<file path="src/rtl/keypad_if.sv">
// Keypad pin and key-event bundle: rows/cols face the matrix, key_* face the game logic.
// master = scanner side, slave = keypad/consumer side.
interface keypad_if #(
    parameter int NROWS  = 4,
    parameter int NCOLS  = 4,
    parameter int CODE_W = $clog2(NROWS * NCOLS)
);
    logic [NROWS-1:0]  rows;
    logic [NCOLS-1:0]  cols;
    logic [CODE_W-1:0] key_code;
    logic              key_valid;
    logic              key_press;
    logic              key_release;

    modport master (
        input  rows,
        output cols, key_code, key_valid, key_press, key_release
    );

    modport slave (
        output rows,
        input  cols, key_code, key_valid, key_press, key_release
    );
endinterface

</file>
<file path="src/rtl/keypad_scanner.sv">
// Matrix keypad scanner with frame-based debounce and press/release strobes.
// Define KEYPAD_REPEAT_EN to build the auto-repeat of key_press while a key is held.
module keypad_scanner #(
    parameter int NROWS        = 4,
    parameter int NCOLS        = 4,
    parameter int SCAN_DIV     = 1000,
    parameter int DEBOUNCE     = 4,
    parameter int REPEAT_DELAY = 30,
    parameter int REPEAT_RATE  = 8
) (
    input  logic     clk,
    input  logic     rst,
    keypad_if.master kp
);
    localparam int CODE_W = $clog2(NROWS * NCOLS);
    localparam int DIV_W  = $clog2(SCAN_DIV);
    localparam int COL_W  = $clog2(NCOLS);
    localparam int CNT_W  = $clog2(DEBOUNCE + 1);

    typedef enum logic [1:0] {IDLE, PRESS_DB, HELD, REL_DB} state_t;

    logic [DIV_W-1:0]  div_q;
    logic [COL_W-1:0]  col_q;
    logic              step, frame_end;
    logic              row_hit;
    logic [CODE_W-1:0] row_code;
    logic              frame_hit_q;
    logic [CODE_W-1:0] frame_code_q;
    logic              ev_hit;
    logic [CODE_W-1:0] ev_code;
    logic              match_key;

    state_t            state_q, state_d;
    logic [CNT_W-1:0]  cnt_q, cnt_d;
    logic [CODE_W-1:0] cand_q, cand_d;

    logic              do_accept, do_release, do_repeat;
    logic [CODE_W-1:0] accept_code;

    logic [CODE_W-1:0] key_code_q;
    logic              key_valid_q, key_press_q, key_release_q;

    // ---------------- column scan ----------------
    assign step      = (div_q == DIV_W'(SCAN_DIV - 1));
    assign frame_end = step && (col_q == COL_W'(NCOLS - 1));

    always_ff @(posedge clk) begin
        if (rst) begin
            div_q <= '0;
            col_q <= '0;
        end else if (step) begin
            div_q <= '0;
            col_q <= frame_end ? '0 : col_q + COL_W'(1);
        end else begin
            div_q <= div_q + DIV_W'(1);
        end
    end

    assign kp.cols = ~(NCOLS'(1) << col_q);

    // Lowest low row wins within a column; descending loop leaves the lowest index last.
    always_comb begin
        row_hit  = 1'b0;
        row_code = '0;
        for (int r = NROWS - 1; r >= 0; r--) begin
            if (!kp.rows[r]) begin
                row_hit  = 1'b1;
                row_code = CODE_W'(r * NCOLS + int'(col_q));
            end
        end
    end

    // ---------------- per-frame first-hit capture ----------------
    always_ff @(posedge clk) begin
        if (rst) begin
            frame_hit_q  <= 1'b0;
            frame_code_q <= '0;
        end else if (frame_end) begin
            frame_hit_q  <= 1'b0;
            frame_code_q <= '0;
        end else if (step && row_hit && !frame_hit_q) begin
            frame_hit_q  <= 1'b1;
            frame_code_q <= row_code;
        end
    end

    // The last column's sample is folded in directly so the FSM sees it at the wrap.
    assign ev_hit    = frame_hit_q || row_hit;
    assign ev_code   = frame_hit_q ? frame_code_q : row_code;
    assign match_key = ev_hit && (ev_code == key_code_q);

    // ---------------- debounce FSM: state register ----------------
    always_ff @(posedge clk) begin
        if (rst) begin
            state_q <= IDLE;
            cnt_q   <= '0;
            cand_q  <= '0;
        end else begin
            state_q <= state_d;
            cnt_q   <= cnt_d;
            cand_q  <= cand_d;
        end
    end

    // ---------------- debounce FSM: next state ----------------
    always_comb begin
        state_d = state_q;
        cnt_d   = cnt_q;
        cand_d  = cand_q;
        if (frame_end) begin
            case (state_q)
                IDLE: begin
                    if (ev_hit) begin
                        cand_d  = ev_code;
                        cnt_d   = CNT_W'(1);
                        state_d = (DEBOUNCE == 1) ? HELD : PRESS_DB;
                    end
                end
                PRESS_DB: begin
                    if (ev_hit && ev_code == cand_q) begin
                        if (cnt_q == CNT_W'(DEBOUNCE - 1)) state_d = HELD;
                        else                               cnt_d   = cnt_q + CNT_W'(1);
                    end else begin
                        state_d = IDLE;
                    end
                end
                HELD: begin
                    if (!match_key) begin
                        cnt_d   = CNT_W'(1);
                        state_d = (DEBOUNCE == 1) ? IDLE : REL_DB;
                    end
                end
                REL_DB: begin
                    if (match_key)                          state_d = HELD;
                    else if (cnt_q == CNT_W'(DEBOUNCE - 1)) state_d = IDLE;
                    else                                    cnt_d   = cnt_q + CNT_W'(1);
                end
                default: state_d = IDLE;
            endcase
        end
    end

    // ---------------- debounce FSM: output decode ----------------
    always_comb begin
        do_accept   = frame_end && (state_d == HELD) &&
                      (state_q == IDLE || state_q == PRESS_DB);
        do_release  = frame_end && (state_d == IDLE) &&
                      (state_q == HELD || state_q == REL_DB);
        accept_code = (state_q == IDLE) ? ev_code : cand_q;
    end

`ifdef KEYPAD_REPEAT_EN
    localparam int RPT_MAX = (REPEAT_DELAY > REPEAT_RATE) ? REPEAT_DELAY : REPEAT_RATE;
    localparam int RPT_W   = $clog2(RPT_MAX + 1);

    logic [RPT_W-1:0] rpt_q, rpt_thr;
    logic             rpt_first_q, held_stay;

    // Counts held frames since the last pulse; only advances while staying in HELD.
    assign held_stay = frame_end && (state_q == HELD) && (state_d == HELD);
    assign rpt_thr   = rpt_first_q ? RPT_W'(REPEAT_DELAY) : RPT_W'(REPEAT_RATE);
    assign do_repeat = held_stay && (rpt_q + RPT_W'(1) == rpt_thr);

    always_ff @(posedge clk) begin
        if (rst || do_accept || do_release) begin
            rpt_q       <= '0;
            rpt_first_q <= 1'b1;
        end else if (held_stay) begin
            if (do_repeat) begin
                rpt_q       <= '0;
                rpt_first_q <= 1'b0;
            end else begin
                rpt_q <= rpt_q + RPT_W'(1);
            end
        end
    end
`else
    assign do_repeat = 1'b0;
`endif

    // ---------------- registered outputs ----------------
    always_ff @(posedge clk) begin
        if (rst) begin
            key_code_q    <= '0;
            key_valid_q   <= 1'b0;
            key_press_q   <= 1'b0;
            key_release_q <= 1'b0;
        end else begin
            key_press_q   <= do_accept || do_repeat;
            key_release_q <= do_release;
            if (do_accept) begin
                key_code_q  <= accept_code;
                key_valid_q <= 1'b1;
            end else if (do_release) begin
                key_valid_q <= 1'b0;
            end
        end
    end

    assign kp.key_code    = key_code_q;
    assign kp.key_valid   = key_valid_q;
    assign kp.key_press   = key_press_q;
    assign kp.key_release = key_release_q;

endmodule

</file>
<file path="src/flat_wrapper.sv">
// flat-port wrapper written by rule: the top's interface ports become plain ports
module keypad_scanner_flat 
#(
    parameter int NROWS        = 4,
    parameter int NCOLS        = 4,
    parameter int SCAN_DIV     = 1000,
    parameter int DEBOUNCE     = 4,
    parameter int REPEAT_DELAY = 30,
    parameter int REPEAT_RATE  = 8
)
  (clk, rst, kp_rows, kp_cols, kp_key_code, kp_key_valid, kp_key_press, kp_key_release);
  keypad_if #(.NROWS(NROWS), .NCOLS(NCOLS)) kp_i ();
  input  logic clk;
  input  logic rst;
  input wire logic [$bits(kp_i.rows)-1:0] kp_rows;
  output wire logic [$bits(kp_i.cols)-1:0] kp_cols;
  output wire logic [$bits(kp_i.key_code)-1:0] kp_key_code;
  output wire logic [$bits(kp_i.key_valid)-1:0] kp_key_valid;
  output wire logic [$bits(kp_i.key_press)-1:0] kp_key_press;
  output wire logic [$bits(kp_i.key_release)-1:0] kp_key_release;
  assign kp_i.rows = kp_rows;
  assign kp_cols = kp_i.cols;
  assign kp_key_code = kp_i.key_code;
  assign kp_key_valid = kp_i.key_valid;
  assign kp_key_press = kp_i.key_press;
  assign kp_key_release = kp_i.key_release;
  keypad_scanner #(.NROWS(NROWS), .NCOLS(NCOLS), .SCAN_DIV(SCAN_DIV), .DEBOUNCE(DEBOUNCE), .REPEAT_DELAY(REPEAT_DELAY), .REPEAT_RATE(REPEAT_RATE)) u_core (.clk(clk), .rst(rst), .kp(kp_i));
endmodule
</file>
<file path="config.mk">
export PLATFORM = sky130hd
export DESIGN_NAME = keypad_scanner_flat
export DESIGN_NICKNAME = d
export VERILOG_FILES = /design/src/rtl/keypad_if.sv /design/src/rtl/keypad_scanner.sv /design/src/flat_wrapper.sv
export SDC_FILE = /design/constraint.sdc
export NUM_CORES = 1
export LEC_CHECK = 0
export CORE_ASPECT_RATIO = 2
export CORE_MARGIN = 8
export CORE_UTILIZATION = 53
export CTS_CLUSTER_SIZE = 24
export DETAILED_ROUTE_END_ITERATION = 6
export PLACE_DENSITY_LB_ADDON = 0.25
export SLEW_MARGIN = 40
export SYNTH_ARGS = -nofsm -noshare
export SYNTH_HDL_FRONTEND = slang
export SYNTH_SLANG_ARGS = --single-unit
export TNS_END_PERCENT = 30
</file>
<file path="constraint.sdc">
create_clock -name clk -period 2.9 [get_ports clk]
set_input_delay 0.29 -clock clk [delete_from_list [all_inputs] [get_ports clk]]
set_output_delay 0.29 -clock clk [all_outputs]
set_load 0.005 [all_outputs]
</file>
-- After elaboration in Yosys (flattened, before gate mapping)
Index checks and enable logic that the tools add are counted.
- flip-flop bits (word level): 33
- output and inout port bits: 11
- word-level logic and storage cells: 79
- $add $sub $neg: 6
- equal/unequal tests: 13
- shift operators: 1
- muxes and demuxes: 27
- bitwise operators: 1
- reductions and logical operators: 20
- operators by type and width (cell ; number):
    2-to-1 mux 4 bit ; 6
    2-to-1 mux 2 bit ; 8
    2-to-1 mux 3 bit ; 5
    case mux 3 bit (4 select lines) ; 1
    adder 10 x 1 -> 10 bit (second input constant) ; 1
    equality test 10 bit (second input constant) ; 1
    logical AND 1 bit ; 9
    adder 4 x 2 -> 4 bit (first input constant) ; 2
    equality test 2 bit (second input constant) ; 4
    equality test 4 bit ; 2
    case mux 2 bit (4 select lines) ; 1
    2-to-1 mux 1 bit ; 6
    AND reduction 5 bit ; 1
    adder 3 x 2 -> 4 bit (first input constant) ; 1
    logical NOT 2 bit ; 2
    != test 2 x 1 -> 1 bit (second input constant) ; 2
    != test 2 bit (second input constant) ; 2
    NOT 4 bit ; 1
    OR reduction 2 bit ; 2
    left shift 1 x 2 -> 4 bit (first input constant) ; 1
    adder 3 x 1 -> 3 bit (second input constant) ; 1
    equality test 3 x 2 -> 1 bit (second input constant) ; 1
    logical OR 1 bit ; 3
    AND reduction 3 bit ; 1
    4 further kinds ; 4

-- Logic depth before layout (Yosys ltp)
- depth in word-level cells: 16
- mapped depth: 8
- gate-level depth less buffers: 7

-- Least setup slack after synthesis
No wires, ideal clock.
- kind: register to register
- from: register u_core.div_q[0]
- to: register u_core.cand_q[2]
- data arrival time: 1670 ps
- required time: 2772 ps
- setup slack: 1103 ps
- cell stages (with the launch flop): 7
- cell sequence: dfxtp_1 -> ha_1 -> and4bb_1 -> nand4_2 -> nor4_4 -> mux2i_1 -> nor2_1
- cells in the longest elaborated chain, start to end: 3
- RTL lines (item ; line ; RTL):
    start, declared ; keypad_scanner.sv:22 ; logic [DIV_W-1:0] div_q;
    start signal, assigned ; keypad_scanner.sv:55 ; div_q <= div_q + DIV_W'(1);
    equality test 10 bit ; keypad_scanner.sv:44 ; assign step = (div_q == DIV_W'(SCAN_DIV - 1));
    logical AND 1 bit ; keypad_scanner.sv:45 ; assign frame_end = step && (col_q == COL_W'(NCOLS - 1));
    AND reduction 3 bit (no source line) ; -- ;
    end signal, assigned ; keypad_scanner.sv:101 ; cand_q <= cand_d;
    end, declared ; keypad_scanner.sv:35 ; logic [CODE_W-1:0] cand_q, cand_d;
Every way passes these cells.
A chain may end at the register's enable or synchronous reset.

-- Worst setup path after layout
- from: register u_core.frame_hit_q
- to: register u_core.key_code_q[2], in the netlist u_core.kp.key_code[2]
- cells in the longest elaborated chain, start to end: 9
- elaborated cells between the ends (all ways): 16
- classes of those cells: 3 x eq/ne; 8 x mux; 5 x reduce/logical
- RTL lines (item ; line ; RTL):
    start, declared ; keypad_scanner.sv:27 ; logic frame_hit_q;
    start signal, assigned ; keypad_scanner.sv:76 ; frame_hit_q <= 1'b0;
    start signal, assigned ; keypad_scanner.sv:79 ; frame_hit_q <= 1'b0;
    start signal, assigned ; keypad_scanner.sv:82 ; frame_hit_q <= 1'b1;
    2-to-1 mux 4 bit ; keypad_scanner.sv:89 ; assign ev_code = frame_hit_q ? frame_code_q : row_code;
    equality test 4 bit, on equally long branches ; keypad_scanner.sv:90, keypad_scanner.sv:120 ;
    logical AND 1 bit, on equally long branches ; keypad_scanner.sv:90, keypad_scanner.sv:120 ;
    2-to-1 mux 2 bit, on equally long branches ; keypad_scanner.sv:134, keypad_scanner.sv:120, keypad_scanner.sv:128 ;
    case mux 2 bit (4 select lines) ; keypad_scanner.sv:111 ; case (state_q)
    2-to-1 mux 2 bit ; keypad_scanner.sv:110 ; if (frame_end) begin
    equality test 2 bit ; keypad_scanner.sv:145 ; do_accept = frame_end && (state_d == HELD) &&
    logical AND 1 bit (2 in series) ; keypad_scanner.sv:145 ;
    end signal, assigned ; keypad_scanner.sv:192 ; key_code_q <= accept_code;
    end, declared ; keypad_scanner.sv:40 ; logic [CODE_W-1:0] key_code_q;
Parallel ways exist; a longest one is shown, timed or not.

==> flow_summary.toml <==
[worst_setup_path]
cp_data_required_time_ps = 3060
worstPathMaxFanout = 19
arrival_ps = 2390
crit_type = "flop to flop"
cp-end-kind = "flop"
start_kind = "flop"

[die]
pin_count = 17
core_area_um2 = 3340
rows = 30
start_util_pct = 54.5
fp.dieW_um = 57.4
die_h_um = 98.9
dieArea_um2 = 5680

[synth]
syn-num-nets = 214
yosys_most_used_dff = "dfxtp_1"
ys.warnings.count = 0
synth_mux_area_share_pct = 6.60
synth_simple_gate_area_share_pct = 24.5
synthAdderAreaFrac_pct = 4.81
synth_edf_count = 0
synth_seq_area_share_pct = 36.3
async_flop_share_pct = 0
netlist_instances = 201
syn_area_um2 = 1820
ys_types = 48
synth_compound_area_share_pct = 17.4
yosys_register_bits = 33
synth-xor-area-share_pct = 5.29
synth_top_family_by_area = "simple AND/OR/NAND/NOR gates"
avgSynthCellArea_um2 = 9.06

[placement]
portBuffers = 16
routabilityCongestion = 0.823
pre_cts_slack_ps = 388
hpwl_um = 2910

[finish]
syn_to_final_growth_pct = 15.1
mostFrequentLayoutCells = "dfxtp_1 (33), nor2_1 (28), clkdlybuf4s50_1 (16), mux2i_1 (12), a21oi_1 (11)"
antenna_cells = 0
multi_input_area_um2 = 1070
fillerInstances = 282
final_nets = 229
drive_gt1_share_pct = 9.68
regArea_um2 = 661
utilization_pct = 62.7
layout_commonest_cell = "dfxtp_1"

[sta]
relSlewSlack_pct = 58.8
holdWs_ps = 460
tightest_slew_ps = 618
finalMaxSlewViolations = 0
fin_crit_sh_pct = 76.9
rsz0062_at_grt = "no"
min_period_ps = 2230
fmax_mhz = 448
finalSetupViolations = 0
clock_skew_ps = 2.33
fin_setup_tns_ps = 0
hold_violations = 0
worst_slack_ps = 670

[pwr]
cellLeakagePower_nw = 0.837
p_int_uw = 760
seqPwrFrac_pct = 48.0
switchingPower_uw = 199
power.density_nw_per_um2 = 457
power.share.clock_pct = 46.4
switching_share_pct = 20.7
peakVddDrop_mv = 0.318
pwr-share-comb_pct = 5.6

[route]
dr_total_vias = 1529
wl_per_cell_um = 15.6
vias_per_cell = 6.14
wl_um = 3870
drc_errors = 0
antenna_left = 0
first_iter_violations = 34
first_pass_iters = 4

[grt]
antenna_found_initial = 0
grt_pass1_wl_um = 6630
grt_usage_pct = 14.6
grt_max_degree = 20
grt_pass1_vias = 1469
gr-total-overflow = 0

[clock_tree]
cts_made_buffers = 5
cts_sinks = 33
cts_max_level = 2
clk_latency_ps = 280
cts_root_buffer = "clkbuf_8"
cts_resized = 0
cts_tree = "done"
clk_path_buf_depth = 2
post-cts-setup-buffers = 0
cts.clk_slew.worst_paths_ps = 70
postCtsHoldBufs = 0

[run_status]
status = "completed"

[min_path]
hold_class = "flop to flop"

[run]
maxCapViolations = 0
-- power by group through the flow --
| stage | clock network, mW | logic, mW | registers [mW] |
|---|---|---|---|
| 3_3_place_gp | 0 | 0.0513 | 0.470 |
| 2_1_floorplan | 0 | 0.0377 | 0.469 |
| 3_5_place_dp | 0 | 0.0527 | 0.470 |
| 4_1_cts | 0.457 | 0.0533 | 0.460 |
| 6_report | 0.445 | 0.0533 | 0.460 |
| 5_1_grt | 0.477 | 0.0587 | 0.460 |
-- through the flow --
stage / power, mW / cells / instance area (um2)
after floorplan: 0.507 / 201 / 1820
after global placement: 0.521 / 241 / 1980
after detailed placement: 0.523 / 241 / 1980
after CTS: 0.970 / 249 / 2100
after global routing: 0.996 / 249 / 2100
final: 0.958 / 249 / 2100
-- final cells by class --
class	instances	area share, %
sequential	33	31.5
tap	32	1.91
multi-input combinational	148	50.9
clock buffer	7	4.12
clock inverter	1	1.43
timing repair buffer	18	8.36
inverter	10	1.79
-- cells by family after synthesis --
kind of cell,count (synthesis)
muxes,12
adders and majority gates,7
xor gates and xnor gates,11
DFF,33
buffers and inverters,20
AOI/OAI and AO/OA,40
and+or+nand+nor,78
-- cells in the mapped netlist (2+ instances only) --
master / number / area share [%]
and4_1: 3 / 1.4
o21ai_0: 3 / 0.82
nand4_2: 2 / 1.4
a21o_1: 2 / 0.82
dfxtp_1: 33 / 36
nand2b_1: 4 / 1.4
a211oi_1: 3 / 1.2
a22oi_1: 2 / 0.82
a32oi_1: 3 / 1.4
xor2_1: 4 / 1.9
mux2i_1: 12 / 6.6
nand3b_1: 2 / 0.82
inv_1: 10 / 2.1
ha_1: 7 / 4.8
and3_1: 7 / 2.4
xnor2_1: 7 / 3.4
a21oi_1: 11 / 3.0
a41oi_1: 4 / 1.9
nor3_1: 3 / 0.82
nand3_1: 7 / 1.9
nand2_1: 10 / 2.1
buf_4: 3 / 1.2
nand4_1: 2 / 0.69
o21ai_1: 2 / 0.55
clkbuf_1: 5 / 1.0
nor2_1: 28 / 5.8
-- metal layers --
layer  routed length [um]  vias up  GRT usage (%)
met1                 1440      721           14.1
met5                    0        -              0
met2                 2150       35           26.7
met3                  153       14           3.39
li1                     -      759              -
met4                  129        0           8.37
-- worst max-delay path, stage by stage (launching register included) --
cell	delay (ps)
dfxtp_1	710
a41o_2	250
o21ai_1	70
a222oi_1	370
buf_4	190
nand4b_2	230
mux2i_1	220
nor2_1	50
-- sequential cells by signal, indices dropped and copies added, names as in the netlist --
name	count
u_core.state_q	2
u_core.kp.key_release	1
u_core.div_q	10
u_core.col_q	2
u_core.kp.key_press	1
u_core.kp.key_valid	1
u_core.kp.key_code	4
u_core.cnt_q	3
u_core.frame_hit_q	1
u_core.cand_q	4
u_core.frame_code_q	4
-- final timing paths --
path / from / cells after the start / endpoint / slack, ps
setup / recovery: u_core.frame_hit_q$_SDFFE_PP0P_ / 7 / u_core.kp.key_code[2]$_SDFFE_PP0P_ / 670
hold / removal: u_core.div_q[0]$_SDFF_PP0_ / 1 / u_core.div_q[0]$_SDFF_PP0_ / 460
setup reg to reg: u_core.frame_hit_q$_SDFFE_PP0P_ / 7 / u_core.kp.key_code[2]$_SDFFE_PP0P_ / 670
hold reg to reg: u_core.div_q[0]$_SDFF_PP0_ / 1 / u_core.div_q[0]$_SDFF_PP0_ / 460
Power figures use the tool's default switching activity.
